## config.mk

```make
export PLATFORM = sky130hd
export DESIGN_NAME = fetch_decode_register
export DESIGN_NICKNAME = d
export VERILOG_FILES = /design/src/rtl/fetch_decode_register_pkg.sv /design/src/rtl/fetch_decode_register_skid_buffer_2.sv /design/src/rtl/fetch_decode_register.sv
export SDC_FILE = /design/constraint.sdc
export NUM_CORES = 1
export LEC_CHECK = 0
export CAP_MARGIN = 10
export CORE_UTILIZATION = 45
export CTS_CLUSTER_DIAMETER = 200
export DETAILED_ROUTE_END_ITERATION = 10
export GPL_ROUTABILITY_DRIVEN = 0
export PLACE_DENSITY = 0.75
export SYNTH_ARGS = -nofsm -noshare
export SYNTH_HDL_FRONTEND = slang
export SYNTH_SLANG_ARGS = --single-unit
export TNS_END_PERCENT = 10
```

## constraint.sdc

```tcl
create_clock -name clk -period 7.75 [get_ports clk]
set_input_delay 0.775 -clock clk [delete_from_list [all_inputs] [get_ports clk]]
set_output_delay 0.775 -clock clk [all_outputs]
set_load 0.01 [all_outputs]
```

## src/rtl/fetch_decode_register_pkg.sv

```systemverilog
// fetch_decode_register_pkg: shared constants and occupancy encoding for the fetch/decode latch
package fetch_decode_register_pkg;
  localparam logic [31:0] NOP_WORD = 32'h00000013;
  localparam int RS1_LSB = 15;
  localparam int RS2_LSB = 20;
  typedef enum logic [1:0] {
    OCC_EMPTY = 2'd0,
    OCC_ONE   = 2'd1,
    OCC_TWO   = 2'd2
  } occ_t;
endpackage

```

## src/rtl/fetch_decode_register_skid_buffer_2.sv

```systemverilog
// skid_buffer_2: generic 2-entry valid/ready FIFO with flush; head is always the oldest entry
module skid_buffer_2
  import fetch_decode_register_pkg::*;
#(
  parameter int WIDTH = 64
) (
  input  logic             clk,
  input  logic             rst,
  input  logic             flush,
  input  logic             in_valid,
  input  logic [WIDTH-1:0] in_data,
  output logic             in_ready,
  output logic             out_valid,
  output logic [WIDTH-1:0] out_data,
  input  logic             out_ready
);
  occ_t occ, occ_next;
  logic [WIDTH-1:0] head, tail;
  logic push, pop;
  assign in_ready  = occ != OCC_TWO;
  assign out_valid = occ != OCC_EMPTY;
  assign out_data  = head;
  assign push      = in_valid & in_ready;
  assign pop       = out_valid & out_ready;
  always_comb begin
    occ_next = occ == OCC_EMPTY ? (push ? OCC_ONE : OCC_EMPTY)
             : occ == OCC_ONE   ? (push && !pop ? OCC_TWO : !push && pop ? OCC_EMPTY : OCC_ONE)
             : (pop ? OCC_ONE : OCC_TWO);
  end
  // payload registers need no reset: occupancy alone decides what is visible
  always_ff @(posedge clk) begin
    occ <= (rst || flush) ? OCC_EMPTY : occ_next;
    if (push && (occ == OCC_EMPTY || pop)) head <= in_data;
    else if (pop && occ == OCC_TWO) head <= tail;
    if (push && !pop && occ == OCC_ONE) tail <= in_data;
  end
endmodule

```

## src/rtl/fetch_decode_register.sv

```systemverilog
// fetch_decode_register: fetch->decode latch with 2-entry skid buffer, NOP bubbles and flush.
// Optional stall cycle counter enabled by FETCH_DECODE_STALL_COUNTER_EN.
module fetch_decode_register
  import fetch_decode_register_pkg::*;
#(
  parameter int                    WORD_WIDTH           = 32,
  parameter int                    ADDRESS_WIDTH        = 32,
  parameter int                    REGISTER_INDEX_WIDTH = 5,
  parameter logic [WORD_WIDTH-1:0] NOP_INSTRUCTION      = NOP_WORD
) (
  input  logic                            clk,
  input  logic                            rst,
  input  logic                            fetch_valid,
  input  logic [WORD_WIDTH-1:0]           fetch_instruction,
  input  logic [ADDRESS_WIDTH-1:0]        fetch_pc,
  output logic                            fetch_ready,
  input  logic                            stall,
  input  logic                            flush,
  output logic                            decode_valid,
  output logic [WORD_WIDTH-1:0]           decode_instruction,
  output logic [ADDRESS_WIDTH-1:0]        decode_pc,
  output logic [REGISTER_INDEX_WIDTH-1:0] decode_idx_src_1,
  output logic [REGISTER_INDEX_WIDTH-1:0] decode_idx_src_2,
  output logic [31:0]                     stall_cycles
);
  logic [ADDRESS_WIDTH+WORD_WIDTH-1:0] head;
  skid_buffer_2 #(.WIDTH(ADDRESS_WIDTH + WORD_WIDTH)) buffer (
    .clk      (clk),
    .rst      (rst),
    .flush    (flush),
    .in_valid (fetch_valid),
    .in_data  ({fetch_pc, fetch_instruction}),
    .in_ready (fetch_ready),
    .out_valid(decode_valid),
    .out_data (head),
    .out_ready(!stall)
  );
  assign decode_instruction = decode_valid ? head[WORD_WIDTH-1:0] : NOP_INSTRUCTION;
  assign decode_pc          = decode_valid ? head[ADDRESS_WIDTH+WORD_WIDTH-1:WORD_WIDTH] : '0;
  assign decode_idx_src_1   = decode_valid ? head[RS1_LSB +: REGISTER_INDEX_WIDTH] : '0;
  assign decode_idx_src_2   = decode_valid ? head[RS2_LSB +: REGISTER_INDEX_WIDTH] : '0;
`ifdef FETCH_DECODE_STALL_COUNTER_EN
  logic [31:0] count;
  always_ff @(posedge clk) begin
    if (rst) count <= '0;
    else if (decode_valid && stall && !(&count)) count <= count + 32'd1;
  end
  assign stall_cycles = count;
`else
  assign stall_cycles = '0;
`endif
endmodule

```

== After elaboration in Yosys (flattened, before gate mapping) ==
Index checks and enable logic that the tools add are counted.
Word-level totals
  flip-flop bits (word level): 130
Cells by class
  reductions and logical operators: 13
  muxes and demuxes: 12
  bitwise logic cells: 2
  equal/unequal tests: 3
Operator list (count)
  $mux 64: 2
  $mux 32: 2
  $mux 5: 2
  $mux 2: 4
  $logic_and 1x1->1: 5
  $reduce_bool 2->1: 2
  $logic_not 1->1: 3
  $and 1x1->1: 2
  $eq 2x1->1 const B: 1
  $eq 2x2->1 const B: 1
  $logic_not 2->1: 1
  $logic_or 1x1->1: 2
  $mux 1: 2
  $ne 2x2->1 const B: 1

== Depth between registers and ports, before layout ==
  depth after elaboration: 8
  depth in mapped cells: 5
  depth with buffers taken out: 3

== Cells and area by module ==
Synthesis repeated with hierarchy kept, for this count alone.
Unflattened totals
  cell total of the unflattened synthesis: 328
  area, all modules: 5565.3 um^2
By module, submodules not included
  skid_buffer_2: area each 4739.5 um^2, instances 1, sequential area each 3883.7 um^2, cells an instance 214
  fetch_decode_register: area each 825.8 um^2, instances 1, sequential area each 0.0 um^2, cells an instance 114

== Worst setup path after synthesis ==
No wires, ideal clock.
  path kind: input to register
  start point: input stall
  end point: register buffer.tail[0] (enable)
  required time: 7.185 ns
  arrival time: 5.237 ns
  setup slack: 1.948 ns
  cell stages on the path: 2
  setup time: 0.565 ns
  path buffers: 0
  path through: nand2_1 > nor3_1
Between the ends
  cells in the longest elaborated chain, start to end: 5
RTL lines
  from (decl): line fetch_decode_register.sv:17  | input logic stall,
  $logic_not 1->1: line fetch_decode_register.sv:36  | .out_ready(!stall)
  $and 1x1->1: line fetch_decode_register_skid_buffer_2.sv:24  | assign pop = out_valid & out_ready;
  $logic_not 1->1: line fetch_decode_register_skid_buffer_2.sv:35  | if (push && !pop && occ == OCC_ONE) tail <= in_data;
  $logic_and 1x1->1 (2 in series): line fetch_decode_register_skid_buffer_2.sv:35
  to (signal assigned): line fetch_decode_register_skid_buffer_2.sv:35
  to (decl): line fetch_decode_register_skid_buffer_2.sv:18  | logic [WIDTH-1:0] head, tail;
Every way passes these cells.
A chain may end at the register's enable or synchronous reset.

== Worst setup path in the final report ==
  start point: register buffer.occ[1]
  end point: output decode_idx_src_2[2]
Between the ends
  cells in the longest elaborated chain, start to end: 2
RTL lines
  from (decl): line fetch_decode_register_skid_buffer_2.sv:17  | occ_t occ, occ_next;
  from (signal assigned): line fetch_decode_register_skid_buffer_2.sv:32  | occ <= (rst || flush) ? OCC_EMPTY : occ_next;
  $reduce_bool 2->1: line fetch_decode_register_skid_buffer_2.sv:21  | assign out_valid = occ != OCC_EMPTY;
  $mux 5: line fetch_decode_register.sv:41  | assign decode_idx_src_2 = decode_valid ? head[RS2_LSB +: REGISTER_INDEX_WIDTH] : '0;
  to (decl): line fetch_decode_register.sv:23  | output logic [REGISTER_INDEX_WIDTH-1:0] decode_idx_src_2,
Every way passes these cells.

==> flow_metrics.tcl <==
set metrics [dict create \
    clkLatencyLatePin_ps 410 \
    dp_hpwl_um 6302 \
    finalHoldViolations 0 \
    worstSetupStartpointType "flop" \
    holdWs_ps 545.4 \
    tightest_slew_ps 1171 \
    cap_viol_max_count 0 \
    synth_edf_count 128 \
    grt.overflow.total 0 \
    skew_ps 6.113 \
    slew_headroom_pct 21.91 \
    finalSetupViolCount 0 \
    required_ps 6970 \
    grt_start_max_net_pins 67 \
    synth_area_leader_cell "edfxtp_1" \
    p_leak_nw 2.902 \
    clk_path_buf_depth 2 \
    synthArstFlopShare_pct 0 \
    status "finished clean" \
    cts.sinks 130 \
    crit_arrival_ps 2560 \
    endpoint_kind "output pin" \
    drive_gt1_share_pct 20.50 \
    timing.rr.start "buffer.occ[1]" \
    max_clock_freq_mhz 299.9 \
    postSynthAreaPerCell_um2 17.53 \
    fp.dieH_um 115.0 \
    syn_inst 328 \
    vias 2989 \
    diodes 0 \
    die_area_um2 13240 \
    ctsResizeCount 0 \
    p_per_area_nw_per_um2 227.8 \
    clkTransAtPathRegs_ps 60 \
    yosysSeqAreaShare_pct 67.54 \
    num_rows 40 \
    yosys_warnings 0 \
    cts_tree "done" \
    grt_setup_unrepaired "false" \
    postCtsHoldBufs 0 \
    synth_ff_type "edfxtp_1" \
    drt-initial-drc-count 80 \
    cts_root_buf "clkbuf_16" \
    gr-usage-all-layers_pct 15.97 \
    crit_fanout 66 \
    slew_viol_final 0 \
    start_util_pct 47.09 \
    critPathLaunch "buffer.occ[1]" \
    first_global_vias 3054 \
    port_buffers 144 \
    die_width_um 115.0 \
    drc_errors 0 \
    synth_most_common_cell "edfxtp_1" \
    syn-cell-area_um2 5751 \
    fin_nets 539 \
    drt-pass1-iter-count 4 \
    antenna_found_initial 0 \
    setup_tns_ps 0 \
    yosys_register_bits 130 \
    drtAntennaViolNets 0 \
    place_ws_ps 4548 \
    grt_pass1_wl_um 15340 \
    synth_area_leaders "edfxtp_1 67%, mux2_4 16%, and2_1 6.6%, buf_4 5.5%, buf_6 1.2%" \
    period_needed_ps 3334 \
    htreeDepth 4 \
    cts_made_buffers 17 \
    irDropWorstVdd_v 0.0001874 \
    avgRoutedWirePerCell_um 15.17 \
    crit_type "flop to output pin" \
    wl_um 9876 \
    synth_cell_types 24 \
    synth_top_cells_by_count "128 x edfxtp_1, 61 x and2_1, 60 x mux2_4" \
    area_delta_synth_final_pct 34.18 \
    hp-class "flop to flop" \
    synth_top_area_share_pct 66.84 \
    coreArea_um2 12210 \
    fin_crit_sh_pct 43.02 \
    via_per_inst 4.591 \
    layout_setup_ws_ps 4416 \
    postCtsSetupRepairBufs 0 \
    top_level_ports 177 \
    min_from "buffer.tail[62]" \
]
==> power by group <==
group          internal [W]  leakage (nW)  switching, W
logic             0.0000975          1.39     0.0000693
clock network      0.000497         0.279      0.000276
registers          0.000812          1.23    0.00000630
==> registers in the layout, indices dropped and copies added (netlist names) <==
register,count
buffer.occ,2
buffer.out_data,64
buffer.tail,64
==> worst paths after layout <==
path	endpoint	slack, ps	cells after the start
setup / recovery	decode_idx_src_2[2]	4420	3
hold / removal	buffer.out_data[62]	550	1
setup reg to reg	buffer.out_data[56]	5350	3
hold reg to reg	buffer.out_data[62]	550	1
==> critical path: stages, from the launching register on <==
cell and delay, ps:
dfxtp_1 470, or2_2 830, and2_1 270, clkdlybuf4s50_1 570
==> area by class of cell <==
cell class / instances / area (um2)
clock inverter: 14 / 145.1
sequential: 130 / 3884
clock buffer: 18 / 429.2
tap: 168 / 210.2
fill: 896 / 4496
inverter: 1 / 3.754
multi-input combinational: 173 / 1580
timing repair buffer: 147 / 1464
==> per-stage QoR <==
| stage | util [%] | instance area, um2 | cells | total power [W] |
|---|---|---|---|---|
| after floorplan | - | 5867 | 359 | 0.0009362 |
| after global placement | 58.48 | 7142 | 619 | 0.0009959 |
| after detailed placement | 58.48 | 7142 | 619 | 0.001002 |
| after CTS | 63.19 | 7716 | 651 | 0.001778 |
| after global routing | 63.19 | 7716 | 651 | 0.001819 |
| final | 63.19 | 7716 | 651 | 0.001758 |
==> logic make-up after synthesis <==
group	count (synthesis)	synth area share, %
other cells	1	0.06521
compound gates	4	0.4787
simple gates	73	8.181
flops	130	67.54
mux	64	16.45
buf+inv	56	7.289
==> per-layer routing <==
layer | vias up | part of all wire (%) | GRT usage, %
met5 | - | 0 | 0
met4 | 0 | 2.6 | 9.004
met3 | 23 | 5.8 | 5.535
met2 | 124 | 51 | 27.03
met1 | 1433 | 40 | 17.58
li1 | 1409 | - | -
==> cell usage in the layout (no fill, tap or decap), types with 2 or more instances in the layout <==
master | synthesis | final
dfxtp_1 | 2 | 2
bufinv_16 | 0 | 3
edfxtp_1 | 128 | 128
clkbuf_16 | 0 | 17
clkinv_2 | 0 | 5
clkinvlp_4 | 0 | 2
conb_1 | 1 | 32
mux2_2 | 4 | 4
and2_1 | 61 | 61
nand2b_1 | 3 | 3
a21oi_1 | 2 | 2
clkdlybuf4s50_1 | 0 | 144
mux2_4 | 60 | 60
clkinv_1 | 0 | 4
buf_4 | 42 | 3
No activity file was read; power rests on OpenSTA's default activity.
==> RTL change, RTL diff (same flow settings) <==
The parameter `WORD_WIDTH` goes from 32 to 48.
--- a/src/rtl/fetch_decode_register.sv
+++ b/src/rtl/fetch_decode_register.sv
@@ -5,3 +5,3 @@
 #(
-  parameter int                    WORD_WIDTH           = 32,
+  parameter int                    WORD_WIDTH           = 48,
   parameter int                    ADDRESS_WIDTH        = 32,
Interface: changed (resized decode_instruction and fetch_instruction); port bits go from 177 to 209. The function was not compared with the original's and may differ.
==> RTL change against the unedited design <==
Design area grew 23%. Largest cell class unchanged. Synthesized area grew 24%. Setup slack lost 0.063 ns. Total power grew 22%. First-iteration DRC count grew 120%. Die area grew 23%. Routed wire length grew 29%. Synthesized cell count grew 21%. Sequential cell count grew 32. Core utilization shrank 1.1 points. Critical endpoint is now decode_idx_src_1[4]. Sequential power grew 25%.
==> RTL change: results (changes against the unedited design) <==
metric,value,unit,change
status,"finished, final reports clean",,
net total in the final layout,654,,+21%
number of flops mapped to enable cells by yosys,160,,+25%
Top class by area,flip-flops and latches,,
"Seq/Total Area, Yosys",68.21,%,+0.67 points
Port Buffer Count,176,,+22%
grt met1 use,18.13,%,+0.55 points
worst hold path type,reg2reg,,
"Buffers, non-clock",182,,+24%
layout cell share with drive strength beyond 1,20.27,%,-0.22 points
largest net degree at the start of global routing,66,,-1.5%
total routed wirelength,12.69,mm,+29%
Inst Count DP,761,,+23%
post-synthesis cell type count,22,,-8.3%
FFs & Latches,162,,+25%
via count,3617,,+21%
Max transition margin,32.69,%,+11 points
multi-input gate share of total cell area,20.38,%,-0.10 points
initial antenna violation count,0,,unchanged
mux cell area share after synthesis,16.91,%,+0.46 points
Psw,0.4072,mW,+16%
CP Max Fanout,65,,-1.5%
buffering overhead,19.01,%,+0.038 points
Worst EP arrival,2.62,ns,+0.06 ns
leading cell types by count after synthesis,"edfxtp_1 (160), mux2_4 (80), and2_1 (77), buf_4 (42), buf_6 (8)",,
Clock buffer cells,20,,+2
leakage,3.563,nW,+23%
Slowest cell on crit path,clkdlybuf4s50_1,,
Total Routing Usage GR,16.47,%,+0.51 points
grt met2 use,29.12,%,+2.1 points
worst-case clock skew,0.005870,ns,-0.0002429 ns
fill count,1128,,+26%
compound-cell area share of the yosys netlist,0.3875,%,-0.091 points
pre-CTS setup slack,4.197,ns,-0.3508 ns
Clock Latency Late Sink,0.41,ns,about the same
synthesized instance count,396,,+21%
first-pass GRT wire length,19.91,mm,+30%
GRT met3 Usage,4.858,%,-0.68 points
ranking of synthesized cells by area,"edfxtp_1 (68%), mux2_4 (17%), and2_1 (6.8%)",,
CP max stage delay,0.58,ns,-0.25 ns
number of global-route vias before repair,3785,,+24%
CORE AREA,15310,sq um,+25%
First DRT Iteration DRCs,176,,+120%
count of multi-input combinational gates,205,,+18%
Clock buf/inv share,6.819,%,-0.62 points
routed length per instance,16.01,um,+5.5%
-- RTL change: per-stage QoR --
stage / total power [mW] / util [%]
6_report: 2.141 / 62.06
3_3_place_gp: 1.242 / 57.83
2_1_floorplan: 1.164 / -
3_5_place_dp: 1.248 / 57.83
4_1_cts: 2.162 / 62.06
5_1_grt: 2.211 / 62.06
-- RTL change: power groups by stage --
stage	combinational, mW	sequential [mW]	clock, mW
global placement	0.205	1.04	0
finish	0.207	1.02	0.915
detailed placement	0.210	1.04	0
CTS	0.210	1.02	0.932
global route	0.222	1.02	0.966
floorplan	0.124	1.04	0
-- RTL change: worst max-delay path, delay by kind of cell, from the launching register on --
| kind | cells | cell delay, ns |
|---|---|---|
| DFF | 1 | 0.48 |
| buffers and inverters | 2 | 1.06 |
| and+or+nand+nor | 2 | 0.61 |
-- RTL change: per-layer routing --
metal  part of all wire [%]  vias to the layer above
met1                     39                     1725
met2                     52                      151
li1                       -                     1715
met3                    6.2                       26
met5                      0                        -
met4                    2.5                        0
-- RTL change: path summary, 6_finish.rpt --
path | end | start | slack (ns) | depth (start not counted)
setup / recovery | decode_idx_src_1[4] | buffer.occ[1]$_SDFF_PP0_ | 4.35 | 4
hold / removal | buffer.out_data[20]$_DFFE_PP_ | buffer.tail[20]$_DFFE_PP_ | 0.55 | 1
setup reg to reg | buffer.out_data[14]$_DFFE_PP_ | buffer.occ[1]$_SDFF_PP0_ | 5.03 | 4
hold reg to reg | buffer.out_data[20]$_DFFE_PP_ | buffer.tail[20]$_DFFE_PP_ | 0.55 | 1
-- RTL change: cells by family after synthesis --
| kind of cell | after synthesis |
|---|---|
| and+or+nand+nor | 89 |
| AOI/OAI and AO/OA | 4 |
| DFF | 162 |
| buffers and inverters | 60 |
| muxes | 80 |
| other | 1 |
